$ cat src/rtl/trail_pkg.sv
// Shared types and colour helpers for the trail arbiter.
package trail_pkg;

    typedef enum logic [2:0] {
        ST_IDLE   = 3'd0,
        ST_CLEAR  = 3'd1,
        ST_READ   = 3'd2,
        ST_DECIDE = 3'd3,
        ST_WRITE  = 3'd4,
        ST_DONE   = 3'd5
    } state_e;

    // Colours are kept as int and sized at the point of use, so the same
    // constants serve any framebuffer width (crash = all ones after sizing).
    localparam int COLOR_EMPTY = 0;
    localparam int COLOR_CRASH = -1;

    function automatic int player_color(input int idx);
        return idx + 1;
    endfunction

endpackage

$ cat src/rtl/trail_clear_sweep.sv
// Address counter that walks the whole framebuffer once per start pulse.
module trail_clear_sweep #(
    parameter int ADDR_W = 15
) (
    input  logic              clk,
    input  logic              reset,
    input  logic              start_i,
    output logic [ADDR_W-1:0] addr_o,
    output logic              busy_o,
    output logic              last_o
);

    logic [ADDR_W-1:0] addr_q;
    logic              busy_q;

    // Counter runs from 0 to all ones, then wraps back to 0 and stops.
    always_ff @(posedge clk) begin
        if (reset) begin
            addr_q <= '0;
            busy_q <= 1'b0;
        end else if (start_i) begin
            addr_q <= '0;
            busy_q <= 1'b1;
        end else if (busy_q) begin
            addr_q <= addr_q + ADDR_W'(1);
            if (last_o) busy_q <= 1'b0;
        end
    end

    assign addr_o = addr_q;
    assign busy_o = busy_q;
    assign last_o = busy_q && (&addr_q);

endmodule

$ cat src/rtl/trail_arbiter.sv
// Per-tick framebuffer arbiter: reads each head cell, decides crashes,
// writes trail/crash colours, and wipes the playfield on request.
// Build option: define TRAIL_BOUNDS_EN to kill players whose head leaves
// the X_MAX x Y_MAX field (their write slot is then suppressed).
//
// state  | meaning
// IDLE   | wait for clear_req or a rising clonke edge
// CLEAR  | write 0 to every address, then revive everyone
// READ   | issue one read per player, capture data RAM_LAT cycles later
// DECIDE | resolve occupied cells, head-on collisions and bounds
// WRITE  | one write slot per player, index order
// DONE   | one-cycle done pulse, refresh round_over/winner
module trail_arbiter
    import trail_pkg::*;
#(
    parameter int NUM_PLAYERS = 4,
    parameter int X_W         = 8,
    parameter int Y_W         = 7,
    parameter int COLOR_W     = 3,
    parameter int RAM_LAT     = 1,
    parameter int X_MAX       = 160,
    parameter int Y_MAX       = 120
) (
    input  logic                               CLOCK_50,
    input  logic                               reset,
    input  logic                               clonke,
    input  logic                               clear_req,
    input  logic [NUM_PLAYERS*(X_W+Y_W)-1:0]   pos_in,
    output logic [X_W+Y_W-1:0]                 ram_addr,
    output logic                               ram_wren,
    output logic [COLOR_W-1:0]                 ram_wdata,
    input  logic [COLOR_W-1:0]                 ram_q,
    output logic [NUM_PLAYERS-1:0]             alive,
    output logic                               busy,
    output logic                               done,
    output logic                               round_over,
    output logic [$clog2(NUM_PLAYERS)-1:0]     winner,
    output logic                               tick_overrun
);

    localparam int XY_W   = X_W + Y_W;
    localparam int WIN_W  = $clog2(NUM_PLAYERS);
    localparam int CNT_W  = $clog2(NUM_PLAYERS + RAM_LAT + 1);
    localparam int ACNT_W = $clog2(NUM_PLAYERS + 1);

    state_e                   state_q, state_d;
    logic [CNT_W-1:0]         cnt_q;
    logic                     clonke_q;
    logic [XY_W-1:0]          snap_q [NUM_PLAYERS];
    logic [COLOR_W-1:0]       cell_q [NUM_PLAYERS];
    logic [NUM_PLAYERS-1:0]   alive_q, live_pre_q, oob_q;
    logic                     round_over_q, tick_overrun_q;
    logic [WIN_W-1:0]         winner_q;

    logic                     tick_edge;
    logic                     sweep_start, sweep_busy, sweep_last;
    logic [XY_W-1:0]          sweep_addr;
    logic [NUM_PLAYERS-1:0]   oob, head_hit, die;
    logic [ACNT_W-1:0]        alive_cnt;
    logic [WIN_W-1:0]         sole_idx;

    assign tick_edge = clonke & ~clonke_q;

    trail_clear_sweep #(.ADDR_W(XY_W)) u_sweep (
        .clk     (CLOCK_50),
        .reset   (reset),
        .start_i (sweep_start),
        .addr_o  (sweep_addr),
        .busy_o  (sweep_busy),
        .last_o  (sweep_last)
    );

    // Next-state logic; clear_req beats a tick edge arriving in the same cycle.
    always_comb begin
        state_d     = state_q;
        sweep_start = 1'b0;
        unique case (state_q)
            ST_IDLE: begin
                if (clear_req) begin
                    state_d     = ST_CLEAR;
                    sweep_start = 1'b1;
                end else if (tick_edge) begin
                    state_d = ST_READ;
                end
            end
            ST_CLEAR:  if (sweep_last) state_d = ST_DONE;
            ST_READ:   if (cnt_q == CNT_W'(NUM_PLAYERS + RAM_LAT - 1)) state_d = ST_DECIDE;
            ST_DECIDE: state_d = ST_WRITE;
            ST_WRITE:  if (cnt_q == CNT_W'(NUM_PLAYERS - 1)) state_d = ST_DONE;
            ST_DONE:   state_d = ST_IDLE;
            default:   state_d = ST_IDLE;
        endcase
    end

    // Crash decision: occupied cell, shared head with another live player, or off-field.
    always_comb begin
        oob      = '0;
        head_hit = '0;
        die      = '0;
        for (int i = 0; i < NUM_PLAYERS; i++) begin
`ifdef TRAIL_BOUNDS_EN
            oob[i] = (int'(snap_q[i][XY_W-1:Y_W]) >= X_MAX) || (int'(snap_q[i][Y_W-1:0]) >= Y_MAX);
`endif
            for (int j = 0; j < NUM_PLAYERS; j++) begin
                if (j != i && alive_q[j] && snap_q[j] == snap_q[i]) head_hit[i] = 1'b1;
            end
            die[i] = alive_q[i] && ((cell_q[i] != COLOR_W'(COLOR_EMPTY)) || head_hit[i] || oob[i]);
        end
    end

    // Survivor count and index of the highest live player (the sole one when count is 1).
    always_comb begin
        alive_cnt = '0;
        sole_idx  = '0;
        for (int i = 0; i < NUM_PLAYERS; i++) begin
            if (alive_q[i]) begin
                alive_cnt = alive_cnt + ACNT_W'(1);
                sole_idx  = WIN_W'(i);
            end
        end
    end

    // RAM port drive; idle states leave the bus at zero.
    always_comb begin
        ram_addr  = '0;
        ram_wren  = 1'b0;
        ram_wdata = '0;
        case (state_q)
            ST_CLEAR: begin
                ram_addr = sweep_addr;
                ram_wren = sweep_busy;
            end
            ST_READ: begin
                for (int i = 0; i < NUM_PLAYERS; i++)
                    if (cnt_q == CNT_W'(i)) ram_addr = snap_q[i];
            end
            ST_WRITE: begin
                for (int i = 0; i < NUM_PLAYERS; i++) begin
                    if (cnt_q == CNT_W'(i) && live_pre_q[i] && !oob_q[i]) begin
                        ram_wren  = 1'b1;
                        ram_addr  = snap_q[i];
                        ram_wdata = alive_q[i] ? COLOR_W'(player_color(i)) : COLOR_W'(COLOR_CRASH);
                    end
                end
            end
            default: ;
        endcase
    end

    // Sequential state: FSM, snapshots, captured cells, alive flags and status.
    always_ff @(posedge CLOCK_50) begin
        if (reset) begin
            state_q        <= ST_IDLE;
            cnt_q          <= '0;
            clonke_q       <= 1'b0;
            alive_q        <= '1;
            live_pre_q     <= '0;
            oob_q          <= '0;
            round_over_q   <= 1'b0;
            winner_q       <= '0;
            tick_overrun_q <= 1'b0;
            for (int i = 0; i < NUM_PLAYERS; i++) begin
                snap_q[i] <= '0;
                cell_q[i] <= '0;
            end
        end else begin
            clonke_q <= clonke;
            state_q  <= state_d;
            if (tick_edge && state_q != ST_IDLE) tick_overrun_q <= 1'b1;
            case (state_q)
                ST_IDLE: begin
                    cnt_q <= '0;
                    if (!clear_req && tick_edge)
                        for (int i = 0; i < NUM_PLAYERS; i++)
                            snap_q[i] <= pos_in[i*XY_W +: XY_W];
                end
                ST_CLEAR: begin
                    if (sweep_last) begin
                        alive_q        <= '1;
                        tick_overrun_q <= 1'b0;
                        round_over_q   <= 1'b0;
                    end
                end
                ST_READ: begin
                    cnt_q <= (state_d == ST_DECIDE) ? '0 : cnt_q + CNT_W'(1);
                    for (int i = 0; i < NUM_PLAYERS; i++)
                        if (cnt_q == CNT_W'(i + RAM_LAT)) cell_q[i] <= ram_q;
                end
                ST_DECIDE: begin
                    live_pre_q <= alive_q;
                    oob_q      <= oob;
                    alive_q    <= alive_q & ~die;
                    cnt_q      <= '0;
                end
                ST_WRITE: cnt_q <= cnt_q + CNT_W'(1);
                ST_DONE: begin
                    round_over_q <= (alive_cnt <= ACNT_W'(1));
                    winner_q     <= (alive_cnt == ACNT_W'(1)) ? sole_idx : '0;
                end
                default: ;
            endcase
        end
    end

    assign alive        = alive_q;
    assign busy         = (state_q != ST_IDLE);
    assign done         = (state_q == ST_DONE);
    assign round_over   = round_over_q;
    assign winner       = winner_q;
    assign tick_overrun = tick_overrun_q;

endmodule

$ cat config.mk
export PLATFORM = sky130hd
export DESIGN_NAME = trail_arbiter
export DESIGN_NICKNAME = d
export VERILOG_FILES = /design/src/rtl/trail_pkg.sv /design/src/rtl/trail_clear_sweep.sv /design/src/rtl/trail_arbiter.sv
export SDC_FILE = /design/constraint.sdc
export NUM_CORES = 1
export LEC_CHECK = 0
export CAP_MARGIN = 10
export CORE_MARGIN = 2
export CORE_UTILIZATION = 55
export CTS_CLUSTER_DIAMETER = 150
export DETAILED_ROUTE_END_ITERATION = 12
export GPL_TIMING_DRIVEN = 0
export PLACE_DENSITY = 0.81
export SLEW_MARGIN = 20
export SYNTH_ARGS = -nofsm -noshare
export SYNTH_HDL_FRONTEND = slang
export SYNTH_SLANG_ARGS = --single-unit
$ cat constraint.sdc
create_clock -name CLOCK_50 -period 3.9 [get_ports CLOCK_50]
set_clock_uncertainty 0.1 [all_clocks]
set_input_delay 0.78 -clock CLOCK_50 [delete_from_list [all_inputs] [get_ports CLOCK_50]]
set_output_delay 0.78 -clock CLOCK_50 [all_outputs]
set_load 0.05 [all_outputs]
==> impl_summary.txt <==
----------------------------------------------------
[Synth]
  Number of storage elements in the synthesis netlist ... 107
  Post-Syn Area per Cell ... 9.379 sq um
  Post-Syn Nets ... 786
  Largest area contributor in the netlist ... sky130_fd_sc_hd__edfxtp_1
  Proportion of synthesized chip area in sequential cells ... 0.4299
  Cell with the most instances after synthesis ... sky130_fd_sc_hd__xnor2_1
  Post-synthesis instance area ... 0.006659 sq mm
  Top cell type's share of synthesized area ... 0.3247
  Fraction of registers with async set or reset after synthesis ... 0
  Yosys Warn Count ... 0
  Number of library cell types mapped by synthesis ... 48
  Synth area leaders ... sky130_fd_sc_hd__edfxtp_1 32%, sky130_fd_sc_hd__xnor2_1 12%, sky130_fd_sc_hd__dfxtp_1 11%, sky130_fd_sc_hd__and2_1 7.0%, sky130_fd_sc_hd__a221oi_1 5.9%
  Number of cells produced by synthesis ... 710
  Cell types with the highest counts after synthesis ... 91 x sky130_fd_sc_hd__xnor2_1, 78 x sky130_fd_sc_hd__clkbuf_1, 75 x sky130_fd_sc_hd__and2_1
  Dominant register cell in the synthesized netlist ... sky130_fd_sc_hd__edfxtp_1
  Number of flops mapped to enable cells by yosys ... 72

[Power and ir drop]
  Power per standard cell area ... 339.0 mW/mm^2
  Max VDD drop ... 0.3968 mV
  Static Leak ... 2.776 nW

[STA]
  Worst-Margin Slew ... 1074 ps
  Setup TNS Final ... 0 ps
  Final hold viol count ... 0
  Worst relative slew slack ... 0.2772
  Final critical-path share of the clock period ... 0.9897
  Highest achievable clock rate ... 259.1 MHz
  Worst Hold Margin ... 373.9 ps
  Slew Viols, Final ... 0
  Unrepaired setup endpoints after global routing ... true
  Minimum clock period ... 3860 ps
  Setup-violating endpoint count in the final report ... 0

[Route]
  WL final ... 21750 um
  Number of optimization iterations in the first detailed-route pass ... 6
  Detail-routed net length per standard cell ... 22.47 um
  Antenna violation net count after detailed routing ... 0
  Total number of vias ... 6026
  Via count normalized by instance count ... 6.225
  Iter 0 DRT Violations ... 708
  Residual DRC ... 0

[CTS]
  Clk pin slew, worst setup/hold paths ... 80 ps
  CTS tree ... yes
  Count of buffers added by post-CTS timing repair for setup ... 0
  Num CTS Buffers ... 9
  Buffer depth of the longest clock path ... 2
  Number of levels the H-tree was split into ... 3
  Latest clock arrival within the worst-skew pair ... 360 ps
  Root buffer cell ... sky130_fd_sc_hd__clkbuf_16
  Sinks on the clock net ... 107

[Status]
  Outcome ... complete, no violations

[Die]
  I/O pins ... 96
  Overall die height ... 114.0 um
  Cell row count ... 40
  Std-Cell Core Area ... 0.01191 sq mm
  Starting density of the core ... 0.5590
  Die boundary width ... 114.0 um
  Area of the die ... 0.01300 sq mm

[Global routing]
  Largest net degree at the start of global routing ... 61
  Antenna violations before repair ... 0
  Grt total ovfl ... 0
  Via count of the first global-routing pass ... 5782
  Global Route Usage Sum ... 0.3381
  Wire length of the first global-routing pass ... 32500 um

[Critical path]
  Cell with the biggest individual delay on the critical path ... sky130_fd_sc_hd__clkdlybuf4s15_2
  Buf+Inv Stages, Crit Path ... 3
  Delay of the slowest cell on the worst path ... 420 ps
  RR Endpoint ... winner[0]$_SDFFE_PP0P_
  Classification of the worst setup path ... flip-flop to primary output
  Critical Path Start Type ... flip-flop
  Crit-path max FO ... 10
  Cells along the critical path ... inv_1 > ha_1 > and3b_1 > a21boi_4 > buf_2 > a221oi_1 > a2bb2oi_1 > o21ai_0 > clkdlybuf4s15_2
  Worst EP arrival ... 2980 ps
  Startpoint of the worst-slack reg-to-reg timing path ... alive[1]$_SDFFE_PP1P_
  Reg2Reg Depth ... 10
  Cell family with the largest share of critical-path delay ... compound AO/OA/AOI/OAI gates
  Capturing element type of the critical path ... primary output
  Startpoint of the most critical setup path ... cnt_q[0]$_SDFFE_PP0P_
  Register-to-register setup slack ... 1070 ps
  Data required time at the worst endpoint ... 3020 ps

[Cells and area]
  Fraction of layout cells with a size suffix above 1 ... 0.07430
  Antenna cells ... 0
  Final net count ... 892
  Area Overhead vs Synth ... 22.66%

[Place]
  Count of buffers from port buffering ... 94
  Hpwl dp ... 16330 um
  Routability-driven placement congestion ratio ... 0.9848

[Worst hold path]
  Worst hold path startpoint ... winner[0]$_SDFFE_PP0P_
  Kind of path behind the tightest hold check ... flip-flop to flip-flop
  Worst Hold Depth ... 2
  Endpoint with the worst hold slack ... winner[0]$_SDFFE_PP0P_

[Run]
  Number of max-cap violations ... 0

----------------------------------------------------
[where the power goes]
| part | internal (mW) | switching, mW |
|---|---|---|
| sequential | 1.26 | 0.0416 |
| clock | 0.518 | 0.462 |
| combinational | 0.210 | 0.272 |
[cell families after synthesis]
kind of cell / count (synthesis) / share of synthesized area
AND/OR/NAND/NOR: 232 / 0.1915
AO/OA/AOI/OAI: 162 / 0.1695
flip-flops: 107 / 0.4299
XOR/XNOR: 102 / 0.1342
buffers and inverters: 96 / 0.05505
adder cells (fa/ha/maj): 9 / 0.01691
multiplexers: 2 / 0.003007
[repair_timing]
item                                   in CTS  in global routing
endpoints found under the hold margin       0                  0
setup endpoints to repair                  19                 19
gates resized for setup                    83                 42
hold buffers                                0                  0
[tightest hold or removal path, delay by kind of cell, from the launching register on]
kind	cells	cell delay, ps
AOI/OAI and AO/OA	1	50
DFF	1	320
and+or+nand+nor	1	60
[worst max path at each step]
stage                              to  slack, ps  cells after the start
after floorplan           ram_addr[7]        290                      9
after global placement    ram_addr[2]       -480                      9
after detailed placement  ram_addr[2]       -490                      9
after CTS                 ram_addr[2]        0.8                     10
after global routing      ram_addr[4]        -70                      9
final                     ram_addr[4]         40                      9
[metal layers]
metal | routed length [um] | GRT usage
met1 | 9009 | 0.4482
met2 | 10210 | 0.5437
met3 | 1906 | 0.08661
met4 | 631 | 0.1098
met5 | 0 | 0
[metrics by stage]
step	instance area [sq um]	worst slack (ps)	utilization	cells	power (mW)
finish	8168	40.20	0.6857	968	2.769
global route	8168	-74.67	0.6857	968	2.858
CTS	8145	0.7840	0.6838	968	2.764
detailed placement	7819	-494.1	0.6564	952	1.800
global placement	7784	-476.1	0.6535	951	1.787
floorplan	6659	291.5	-	710	1.612
[sequential cells by signal, summed over array words and instances (netlist names)]
name            cells
alive               4
cell_q             12
clonke_q            1
cnt_q               3
live_pre_q          4
round_over          1
snap_q             60
state_q             3
tick_overrun        1
u_sweep.addr_o     15
u_sweep.busy_o      1
winner              2
[cell type report]
class / instances / area (sq um)
buffer: 85 / 341.6
clock buffer: 9 / 225.2
clock inverter: 7 / 92.59
fill: 909 / 3744
inverter: 11 / 41.29
multi-input combinational: 507 / 3491
sequential: 107 / 2863
tap: 147 / 183.9
timing repair buffer: 95 / 929.6
[cells in the final DEF (no fill, tap or decap), types with 19 or more instances in the layout]
| master | count |
|---|---|
| sky130_fd_sc_hd__dfxtp_1 | 35 |
| sky130_fd_sc_hd__nor2_1 | 53 |
| sky130_fd_sc_hd__xnor2_1 | 91 |
| sky130_fd_sc_hd__a21oi_1 | 20 |
| sky130_fd_sc_hd__clkbuf_1 | 69 |
| sky130_fd_sc_hd__edfxtp_1 | 72 |
| sky130_fd_sc_hd__and2_1 | 75 |
| sky130_fd_sc_hd__nand2_1 | 19 |
| sky130_fd_sc_hd__a221oi_1 | 42 |
| sky130_fd_sc_hd__nand4_1 | 24 |
| sky130_fd_sc_hd__clkdlybuf4s50_1 | 75 |
| sky130_fd_sc_hd__o21ai_0 | 51 |
(Power assumes the default switching activity.)
==> patch 1: new RTL, config.mk and constraints unchanged <==
Build with the macro `TRAIL_BOUNDS_EN` defined.
--- a/src/rtl/trail_arbiter.sv
+++ b/src/rtl/trail_arbiter.sv
@@ -12,2 +12,4 @@
 // DONE   | one-cycle done pulse, refresh round_over/winner
+`define TRAIL_BOUNDS_EN
+
 module trail_arbiter
Function: changed (a bounded check fails within 10 cycles, from zero or initial values and one cycle with reset high).
==> patch 1 against the unedited design <==
  * Clock power down 4.9%
  * Via count up 3.7%
  * Die area up 5.6%
  * Area after synthesis up 5.8%
  * Sequential share of layout area down 0.85 points
  * Worst setup slack better by 62 ps
  * Combinational power up 12%
  * Total power up 1.7%
  * Cell count up 7.5%
  * Routed wire length up 2.3%
  * Sequential cell count up 4
  * Final area up 5.4%
  * Non-clock buffer count up 11
  * Largest cell class unchanged
==> patch 1: results (changes against the unedited design) <==
outcome:
  status: "complete, no violations"
placement:
  place.gp.congestion: 1.00  # +1.5%
  place_hpwl_um: 17000  # +4.1%
  dpl-instance-area_mm2: 0.00824  # +5.4%
  io_buffers: 95  # +1.1%
worst_setup_path:
  crit_slowest_cell: "dfxtp_2"
  r2r_slack_ps: 920  # -150 ps
  arrival_ps: 2920  # -60 ps
  crit_fanout: 10  # unchanged
  worst_path_largest_cell_delay_ps: 370  # -50 ps
logic_synthesis:
  synth_top_cells_by_count: "xnor2_1, clkbuf_1, edfxtp_1"
  synthTopCellsByArea: "edfxtp_1, dfxtp_1, xnor2_1, clkbuf_1, and2_2"
  ys_seq_area_frac: 0.418  # -0.0123
  syn_nets: 831  # +5.7%
  ys.flop_type: "edfxtp_1"
  ys.warnings.count: 0  # unchanged
  synth_cell_types: 58  # +21%
  postSynth.asyncResetShare: 0  # unchanged
  synth_edf_count: 72  # unchanged
job:
  maxCapViolCount: 0  # unchanged
global_route:
  met2_usage: 0.546  # +0.00233
  antenna_found_initial: 1  # +1
  grt_pass1_vias: 6068  # +4.9%
  met1_usage: 0.441  # -0.00742
  grt_pass1_wl_um: 33800  # +4.0%
  grt_max_degree: 61  # unchanged
  track_usage: 0.336  # -0.00250
  groute.layer.met3.usage: 0.0639  # -0.0228
layout:
  nets: 939  # +5.3%
  fillers: 985  # +8.4%
  largest_register_ffs: 60  # unchanged
  drive_above_1_share: 0.115  # +0.0409
  regMostFlops: "snap_q"
sta:
  maxSlewHeadroom: 0.500  # +0.222
clocking:
  numCtsBuffers: 9  # unchanged
  clock_latency_ps: 370
  cts.reportedPaths.clkPinSlew_ps: 80  # about the same
  cts_root_buf: "clkbuf_16"
  clock_path_buffers: 2  # unchanged
  htree_levels: 3  # unchanged
  cts_hold_buf: 0  # unchanged
detailed_routing:
  dr.pass1.iters: 5  # -1
  vias_per_cell: 6.00  # -3.6%
  wire_per_inst_um: 21.4  # -4.9%
  drtIter0Drc: 809  # +14%
  drc: 0  # unchanged
power_and_ir_drop:
  ir_worst_vdd_mv: 0.259  # -35%
  leakage_nw: 2.95  # +6.3%
hold_path:
  hp-class: "reg -> reg"
## patch 1: changes by cell type after synthesis, moves of 9 or more
cell and change:
a221o_1 +15, nor3_1 +12, a32o_1 +15, nor2_1 -10, a221oi_1 -30, a21oi_1 +9, nand2_1 +27, o22ai_1 +15
and2_1 -39, and2_2 +36, o21ai_0 -33, a2bb2oi_1 -15, nand2b_1 +15
## patch 1: kinds of logic after synthesis
family,Yosys count,synth area share
buf+inv,105,0.0593
compound gates,151,0.157
xor+xnor,105,0.131
flops,111,0.418
fa+ha+maj,9,0.0160
simple gates,273,0.218
mux,1,0.00142
## patch 1: repair_timing
action,CTS,global route
setup endpoints to repair,19,19
resized for setup,45,28
buffers inserted,1,1
cloned,0,0
pin swaps,1,0
## patch 1: metal layers
metal	vias to the layer above	share of wire
met5	-	0
met4	0	0.029
met3	38	0.098
met2	372	0.47
met1	2933	0.40
li1	2904	-
## patch 1: cell type report
| cell class | count | area, um2 | area share |
|---|---|---|---|
| clock buffer | 9 | 225 | 0.0262 |
| clock inverter | 7 | 71.3 | 0.00828 |
| inverter | 11 | 41.3 | 0.00480 |
| tap | 172 | 215 | 0.0250 |
| antenna | 1 | 2.50 | 0.000291 |
| buffer | 93 | 385 | 0.0448 |
| timing repair buffer | 98 | 962 | 0.112 |
| sequential | 111 | 2940 | 0.342 |
| multi-input combinational | 539 | 3760 | 0.437 |
## patch 1: worst max-delay path: cells and delay by family (launching register included)
kind,cells,cell delay (ps)
DFF,1,370
buffers and inverters,4,820
and+or+nand+nor,3,550
AOI/OAI and AO/OA,2,520
adders and majority gates,1,290
## patch 1: final timing paths
path                   from           to  depth (start not counted)
setup / recovery   cnt_q[0]  ram_addr[1]                         10
hold / removal    winner[0]    winner[0]                          2
setup reg to reg   alive[0]    winner[0]                         10
hold reg to reg   winner[0]    winner[0]                          2
## patch 1: stage by stage
stage               total power (W)  hold WS, ps  std cells  worst slack (ps)
floorplan                   0.00169          331        755               347
CTS                         0.00281          361       1039             -10.4
detailed placement          0.00189          350       1023              -186
global placement            0.00188          338       1022              -357
finish                      0.00281          361       1041               102
global route                0.00290          379       1040              14.9
## patch 1: power breakdown
part	leakage (nW)	switching [W]	internal (W)	total, W
Combinational	1.74	0.000311	0.000232	0.000543
Clock	0.146	0.000479	0.000453	0.000932
Sequential	1.07	0.0000325	0.00131	0.00134
==> patch 2: new RTL, config.mk and constraints unchanged <==
Without the edit above. Re-encode `state_e` (6 states) as one-hot, 6 bits wide.
--- a/src/rtl/trail_pkg.sv
+++ b/src/rtl/trail_pkg.sv
@@ -3,9 +3,9 @@
 
-    typedef enum logic [2:0] {
-        ST_IDLE   = 3'd0,
-        ST_CLEAR  = 3'd1,
-        ST_READ   = 3'd2,
-        ST_DECIDE = 3'd3,
-        ST_WRITE  = 3'd4,
-        ST_DONE   = 3'd5
+    typedef enum logic [5:0] {
+        ST_IDLE   = 6'b000001,
+        ST_CLEAR  = 6'b000010,
+        ST_READ   = 6'b000100,
+        ST_DECIDE = 6'b001000,
+        ST_WRITE  = 6'b010000,
+        ST_DONE   = 6'b100000
     } state_e;
Formal check against the unedited RTL: no difference found for any inputs over 10 cycles, from zero or initial values and one cycle with reset high; not proved beyond that.
==> patch 2 against the unedited design <==
  * Sequential share of layout area fell by 0.54 points
  * Hold slack improved by 17 ps
  * Area after synthesis increased by 4.7%
  * Highest routed layer unchanged
  * Total power rose by 0.88%
  * Largest cell class unchanged
  * Combinational power rose by 9.5%
  * Largest power group unchanged
  * Sequential cell count rose by 3
  * Final area is 3.7% higher
  * Fmax up 3.1%
  * Worst setup slack better by 120 ps
  * Routed wire length fell by 4.6%
==> patch 2: results (changes against the unedited design) <==
detailed_routing:
  vias: 5956  # -1.2%
  vias_per_cell: 5.91  # -5.0%
  dr.pass1.iters: 5  # -1
  dr.max_layer_used: "met4"
  drtIter0Drc: 593  # -16%
  wl_met1_um: 9050  # +0.43%
  route.met2.wl_um: 9740  # -4.5%
  wl_met3_um: 1600  # -16%
power_and_ir_drop:
  p_seq_w: 0.00136  # +4%
  p_clk_frac: 0.324  # -0.030
  p_switching_w: 0.000795  # +2.5%
  leakage_nw: 2.98  # +7.2%
  pwr-share-seq: 0.487  # +0.015
  ir_worst_vdd_mv: 0.253  # -36%
sta:
  maxSlewHeadroom: 0.414  # +0.137
  layout_min_cycle_time_ps: 3740  # -117 ps
  whs_ps: 391  # +16.9 ps
logic_synthesis:
  synth_edf_count: 72  # unchanged
  synth_cell_types: 57  # +19%
  syn_nets: 802  # +2.0%
  syn-mean-instance-area_um2: 9.60  # +2.4%
  ys_seq_area_frac: 0.419  # -0.0107
  synth_top_cells_by_count: "xnor2_1, and2_1, edfxtp_1"
  synthTopCellsByArea: "edfxtp_1, xnor2_1, dfxtp_1, and2_1, clkbuf_1"
placement:
  place_hpwl_um: 16100  # -1.3%
  place.gp.congestion: 0.934  # -5.1%
  placed_cells: 993  # +4.3%
  dpl-instance-area_mm2: 0.00816  # +4.4%
  io_buffers: 94  # unchanged
  dpl_worst_slack_ps: -344  # +150 ps
global_route:
  grt_pass1_wl_um: 31900  # -2.0%
  grt_pass1_vias: 5765  # -0.29%
  met2_usage: 0.504  # -0.0398
  groute.layer.met3.usage: 0.0633  # -0.0233
  track_usage: 0.314  # -0.0236
  met1_usage: 0.436  # -0.0119
outcome:
  status: "complete, no violations"
layout:
  nets: 906  # +1.6%
  fillers: 1065  # +17%
  drive_above_1_share: 0.0946  # +0.0203
worst_setup_path:
  arrival_ps: 2860  # -120 ps
  worst_path_largest_cell_delay_ps: 400  # -20 ps
  r2r_slack_ps: 1240  # +170 ps
  crit_slowest_cell: "clkbuf_1"
clocking:
  numCtsBuffers: 9  # unchanged
[patch 2: cell types whose count changed after synthesis, moves of 14 or more]
cell / delta
o21ai_0: -35
a221oi_1: -45
a22oi_1: +27
mux2_2: +14
o211ai_1: +29
a221o_1: +14
nand2_1: +30
a2bb2oi_1: -15
[patch 2: layout make-up]
type / count / area [um2] / share of cell area
well taps: 172 / 215 / 0.0254
inverters: 11 / 41.3 / 0.00488
clock buffers: 9 / 225 / 0.0266
multi-input cells: 522 / 3670 / 0.434
clock inverters: 7 / 66.3 / 0.00783
repair buffers: 95 / 967 / 0.114
flip-flops and latches: 110 / 2920 / 0.345
plain buffers: 81 / 358 / 0.0423
[patch 2: final timing paths]
| check | from | to | cells past startpoint |
|---|---|---|---|
| max | cnt_q[0] | ram_addr[10] | 8 |
| min | winner[0] | winner[0] | 2 |
| max reg2reg | state_q[3] | snap_q[0][10] | 6 |
| min reg2reg | winner[0] | winner[0] | 2 |
[patch 2: cell families (layout without fill, tap and decap cells)]
group           Yosys count  in the layout  share of synthesized area
compound gates          137            137                      0.143
xor+xnor                107            107                      0.134
fa+ha+maj                 9              9                     0.0161
buf+inv                  94            203                     0.0576
flops                   110            110                      0.419
mux                      18             18                     0.0284
simple gates            251            251                      0.201
[patch 2: worst max-delay path: cells and delay by family, from the launching register on]
| family | cells | cell delay, ps |
|---|---|---|
| compound gates | 2 | 450 |
| fa+ha+maj | 1 | 170 |
| buf+inv | 4 | 1220 |
| flops | 1 | 340 |
| simple gates | 1 | 340 |
[patch 2: repair_timing]
| item | 4_1_cts | 5_1_grt |
|---|---|---|
| endpoints found under the setup margin | 17 | 16 |
| buffers inserted | 0 | 0 |
| hold buffers | 0 | 0 |
| resized for setup | 39 | 15 |
| cloned | 0 | 0 |
